**config.mk**
```make
export PLATFORM = sky130hd
export DESIGN_NAME = bus_arbiter2
export DESIGN_NICKNAME = d
export VERILOG_FILES = /design/src/rtl/bus_arbiter2.sv
export SDC_FILE = /design/constraint.sdc
export NUM_CORES = 1
export LEC_CHECK = 0
export CORE_MARGIN = 5
export CORE_UTILIZATION = 40
export CTS_BUF_LIST = sky130_fd_sc_hd__clkbuf_4
export DETAILED_ROUTE_END_ITERATION = 8
export PLACE_DENSITY = 0.79
export SYNTH_ARGS = -nofsm -noshare
export SYNTH_HDL_FRONTEND = slang
export SYNTH_SLANG_ARGS = --single-unit
```
**constraint.sdc**
```tcl
create_clock -name clk -period 2.05 [get_ports clk]
set_input_delay 0.3075 -clock clk [delete_from_list [all_inputs] [get_ports clk]]
set_output_delay 0.3075 -clock clk [all_outputs]
set_load 0.05 [all_outputs]
```
**src/rtl/bus_arbiter2.sv**
```systemverilog
// ----------------------------------------------------------------------------
// bus_arbiter2
// Two-requester round-robin bus arbiter with a registered grant, a shared
// 2:1 bus mux and beat-count based preemption of long transfers.
//
// Parameters
//   busSize   width of the data bus
//   maxBeats  accepted beats (1..255) after which the owner can be preempted
//
// Ports
//   clk, rst          clock (rising edge) / asynchronous active-high reset
//   req0, req1        requester wants or holds the bus
//   data0, data1      requester beat data
//   last0, last1      current beat is the requester's final beat
//   busReady          downstream accepts the beat this cycle
//   gnt0, gnt1        registered ownership grant
//   sel               mux select (0 = requester 0, 1 = requester 1)
//   busValid, busLast, busData  muxed bus toward downstream
//   preempt           one-cycle pulse on the cycle of a forced release
//   beatCnt           accepted beats in the current ownership (saturates 255)
// ----------------------------------------------------------------------------
module bus_arbiter2 #(
  parameter int busSize  = 8,
  parameter int maxBeats = 16
) (
  input  logic               clk,
  input  logic               rst,
  input  logic               req0,
  input  logic               req1,
  input  logic [busSize-1:0] data0,
  input  logic [busSize-1:0] data1,
  input  logic               last0,
  input  logic               last1,
  input  logic               busReady,
  output logic               gnt0,
  output logic               gnt1,
  output logic               sel,
  output logic               busValid,
  output logic               busLast,
  output logic [busSize-1:0] busData,
  output logic               preempt,
  output logic [7:0]         beatCnt
);

  typedef enum logic [1:0] {
    IDLE = 2'd0,
    OWN0 = 2'd1,
    OWN1 = 2'd2
  } state_t;

  localparam logic [8:0] beat_limit = 9'(maxBeats);

  state_t     state;
  state_t     state_next;
  logic       sel_reg;
  logic       sel_next;
  logic       last_owner;
  logic       last_owner_next;
  logic [7:0] beat_cnt;
  logic [7:0] beat_cnt_next;
  logic       force_release;

  logic       owner_id;
  logic       owner_last;
  logic       other_req;
  logic       valid_int;
  logic       accept;
  logic       limit_reached;
  state_t     other_state;

  // Owner-relative views so the next-state logic is written once for
  // both OWN states. In IDLE valid_int is 0, so the rest is don't-care.
  assign owner_id      = (state == OWN1);
  assign owner_last    = owner_id ? last1 : last0;
  assign other_req     = owner_id ? req0 : req1;
  assign other_state   = owner_id ? OWN0 : OWN1;
  assign valid_int     = ((state == OWN0) && req0) || ((state == OWN1) && req1);
  assign accept        = valid_int && busReady;
  // True when this accepted beat brings the count to (or keeps it at or
  // above) the preemption threshold; 9 bits so 255 + 1 cannot wrap.
  assign limit_reached = (({1'b0, beat_cnt} + 9'd1) >= beat_limit);

  // State register: arbitration state, held mux select, round-robin
  // pointer and beat counter. Reset makes requester 0 the first winner.
  always_ff @(posedge clk or posedge rst) begin
    if (rst) begin
      state      <= IDLE;
      sel_reg    <= 1'b0;
      last_owner <= 1'b1;
      beat_cnt   <= 8'd0;
    end else begin
      state      <= state_next;
      sel_reg    <= sel_next;
      last_owner <= last_owner_next;
      beat_cnt   <= beat_cnt_next;
    end
  end

  // Next-state logic. A last beat always wins over preemption, so a
  // finishing owner never produces a preempt pulse. Releases hand over
  // directly to a waiting requester without an idle cycle.
  always_comb begin
    state_next      = state;
    last_owner_next = last_owner;
    beat_cnt_next   = beat_cnt;
    force_release   = 1'b0;
    unique case (state)
      IDLE: begin
        if (req0 && req1) begin
          state_next = last_owner ? OWN0 : OWN1;
        end else if (req0) begin
          state_next = OWN0;
        end else if (req1) begin
          state_next = OWN1;
        end
      end
      OWN0, OWN1: begin
        if (accept) begin
          if (owner_last) begin
            state_next      = other_req ? other_state : IDLE;
            last_owner_next = owner_id;
            beat_cnt_next   = 8'd0;
          end else if (other_req && limit_reached) begin
            state_next      = other_state;
            force_release   = 1'b1;
            last_owner_next = owner_id;
            beat_cnt_next   = 8'd0;
          end else if (beat_cnt != 8'hFF) begin
            beat_cnt_next = beat_cnt + 8'd1;
          end
        end
      end
      default: begin
        state_next = IDLE;
      end
    endcase

    // The mux select follows the owner and keeps its value through IDLE.
    sel_next = sel_reg;
    if (state_next == OWN0) begin
      sel_next = 1'b0;
    end else if (state_next == OWN1) begin
      sel_next = 1'b1;
    end
  end

  // Output logic: grants decode the registered state, the bus is a plain
  // mux of the selected requester gated by ownership.
  always_comb begin
    gnt0     = (state == OWN0);
    gnt1     = (state == OWN1);
    sel      = sel_reg;
    busValid = valid_int;
    busLast  = owner_last && valid_int;
    busData  = sel_reg ? data1 : data0;
    preempt  = force_release;
    beatCnt  = beat_cnt;
  end

endmodule

```
==> results.json <==
{
  "mappedNetlistArea_um2": 1070,
  "die_h_um": 61.7,
  "dr.pass1.iters": 4,
  "p_int_uw": 1270,
  "yosysSeqAreaShare": 0.283,
  "final_util": 0.844,
  "worst_slack_ns": -0.167,
  "synth.distinct_cells": 41,
  "slowest_delay_ns": 0.43,
  "path_cells": "ha_4, and4_4, a21o_4, buf_6, a21bo_4, nor3_4, buf_12",
  "portBuffers": 44,
  "clkPwrFrac": 0.069,
  "critical-path-top-delay-family": "flip-flops",
  "cts_hold_buf": 0,
  "slowest_stage": "dfrtp_2",
  "grt_max_degree": 13,
  "cts.sinks": 12,
  "relSlewSlack": 0.658,
  "antenna_found_initial": 0,
  "core_area_um2": 2520,
  "die_w_um": 61.7,
  "power_switching_uw": 1180,
  "num-fill-cells": 130,
  "io_pins": 45,
  "grt_pass1_vias": 1331,
  "critPathLaunchType": "register",
  "cts_root_buffer": "clkbuf_4",
  "violations": "setup timing",
  "synth_area_leaders": "dfrtp_1, mux2_2, ha_1, inv_1, a31oi_1",
  "min_period_ns": 2.22,
  "status": "finished with violations",
  "synth_ff_type": "dfrtp_1",
  "dieArea_um2": 3800,
  "finalSetupViolations": 7,
  "largest_reg_flops": 8,
  "cts_buffer_depth": 2,
  "finClkSkew_ns": 0.00356,
  "cts_tree": "yes",
  "viasPerCell": 5.80,
  "ys_warn_count": 0,
  "synth_seq_cells": 12,
  "syn_area_per_cell_um2": 9.36,
  "worstSetupPathType": "register to output pin",
  "crit_path_end_kind": "output pin",
  "netlist_instances": 114,
  "h-tree-depth": 1,
  "clk_pin_slew_ns": 0.09,
  "critical_path.max_fanout": 3,
  "antenna_cells": 0,
  "p_leak_uw": 0.000928,
  "synth_edf_count": 0,
  "gp_congestion": 0.913,
  "p_comb_frac": 0.764,
  "crit_required_ns": 1.74,
  "fin_crit_sh": 1.08,
  "row_count": 18,
  "slew_violations": 0,
  "grt_pass1_wl_um": 6200,
  "start_util": 0.423,
  "fin_area_um2": 2130,
  "place_area_um2": 1890,
  "rsz0062_at_grt": "true",
  "p_per_area_nw_per_um2": 1150,
  "dp_hpwl_um": 2970,
  "gr-total-overflow": 0,
  "swShare": 0.482,
  "maxCapViolCount": 0,
  "ant_nets": 0,
  "pwr-share-seq": 0.167,
  "tightest_slew_ns": 0.513,
  "drc": 0,
  "vias": 1304,
  "hold_ws_ns": 0.325,
  "vdd_drop_max_uv": 870,
  "syn2layout_area_growth_pct": 99.4,
  "drive_gt1_frac": 0.477,
  "path_buf_inv": 2,
  "grt_usage": 0.227,
  "fmax_ghz": 0.451,
  "cts_made_buffers": 3,
  "clk_latency_ns": 0.30,
  "nNetsFinal": 226,
  "syn_nets": 144,
  "routedWlPerCell_um": 18.2,
  "synth_top_cell_by_area": "dfrtp_1",
  "hold_viol_final": 0,
  "postRouteWirelength_um": 4100,
  "synth_top_area_frac": 0.258,
  "power.total_uw": 2450,
  "drt_iter0_markers": 52,
  "async_flop_share": 1.00,
  "arrival_ns": 1.91,
  "hp-class": "primary input to async pin"
}
-- metal layers --
metal | global-route usage | wire length (µm) | up-vias | share of wire
met5 | 0 | 0 | - | 0
met4 | 0.0939 | 110 | 0 | 0.027
met3 | 0.0671 | 381 | 15 | 0.093
met2 | 0.395 | 2100 | 79 | 0.51
met1 | 0.258 | 1500 | 620 | 0.37
li1 | - | - | 590 | -
-- cells in the final DEF, fill, tap and decap left out, drive strengths merged, types with 4 or more instances in the layout --
cell type / Yosys / layout
dfrtp: 11 / 11
buf: 3 / 51
nor2: 4 / 4
clkdlybuf4s50: 0 / 29
mux2: 11 / 11
a31oi: 6 / 6
ha: 7 / 7
nand3: 4 / 4
a21oi: 5 / 5
nand2: 10 / 10
inv: 12 / 12
-- power by group through the flow --
stage,clock [µW],sequential [µW],combinational (µW)
3_3_place_gp,0,386,1580
3_5_place_dp,0,395,1630
6_report,170,409,1870
2_1_floorplan,0,573,803
5_1_grt,189,423,1970
4_1_cts,167,397,1700
-- logic make-up (layout without fill, tap and decap cells) --
logic type,after synthesis,in the layout,share of synthesized area
compound gates,33,33,0.239
fa+ha+maj,7,7,0.0821
flops,12,12,0.283
mux,14,14,0.159
simple gates,32,32,0.169
buf+inv,16,97,0.0680
-- path summary, 6_finish.rpt --
| check | slack [ns] | depth (start not counted) | startpoint | end |
|---|---|---|---|---|
| worst max-delay path | -0.17 | 7 | beatCnt[0]$_DFFE_PP0P_ | preempt |
| worst min-delay path | 0.32 | 2 | rst | beatCnt[7]$_DFFE_PP0P_ |
| worst max register to register | -0.11 | 11 | beatCnt[0]$_DFFE_PP0P_ | beatCnt[2]$_DFFE_PP0P_ |
| worst min register to register | 0.64 | 1 | last_owner$_DFFE_PP1P_ | last_owner$_DFFE_PP1P_ |
| max in group asynchronous | 1.37 | 2 | rst | beatCnt[1]$_DFFE_PP0P_ |
| min in group clk | 0.64 | 1 | last_owner$_DFFE_PP1P_ | last_owner$_DFFE_PP1P_ |
-- stage by stage --
| step | setup slack, ns | instances | TNS (ns) |
|---|---|---|---|
| finish | -0.167 | 225 | -0.479 |
| global route | -0.231 | 225 | -1.13 |
| CTS | -0.207 | 220 | -0.401 |
| detailed placement | -0.268 | 213 | -0.313 |
| global placement | -0.179 | 213 | -0.179 |
| floorplan | -0.329 | 114 | -0.497 |
-- worst register-to-register path, cell delays in order, from the launching register on --
cell	delay (ns)
dfrtp_2	0.43
ha_4	0.16
buf_4	0.14
a31oi_4	0.16
a21o_4	0.12
buf_6	0.10
a21bo_4	0.14
buf_6	0.09
buf_6	0.10
buf_8	0.13
nand4_4	0.16
o311ai_4	0.32
-- cell usage after synthesis (2+ instances only) --
cell type / number
a21oi_1: 4
a2bb2oi_1: 2
a31oi_1: 6
a41oi_1: 2
and3_1: 2
dfrtp_1: 11
ha_1: 7
inv_1: 12
mux2_2: 10
mux2i_1: 2
nand2_1: 10
nand2b_1: 3
nand3_1: 4
nor2_1: 4
nor3_1: 3
o2111ai_1: 3
o211ai_1: 2
o21ai_0: 2
o22ai_1: 3
-- layout make-up --
| class | instances | area [µm²] | share of cell area |
|---|---|---|---|
| clock buffers | 3 | 22.5 | 0.0106 |
| clock inverters | 1 | 3.75 | 0.00176 |
| inverters | 12 | 45.0 | 0.0212 |
| multi-input cells | 86 | 862 | 0.405 |
| flip-flops and latches | 12 | 304 | 0.143 |
| well taps | 30 | 37.5 | 0.0176 |
| repair buffers | 81 | 853 | 0.401 |
-- timing repair --
item | 4_1_cts | 5_1_grt
gates resized for setup | 7 | 23
pin swaps | 5 | 10
setup buffers | 3 | 5
hold endpoints to repair | 0 | 0
endpoints found under the setup margin | 3 | 9
No activity file was read; power rests on OpenSTA's default activity.
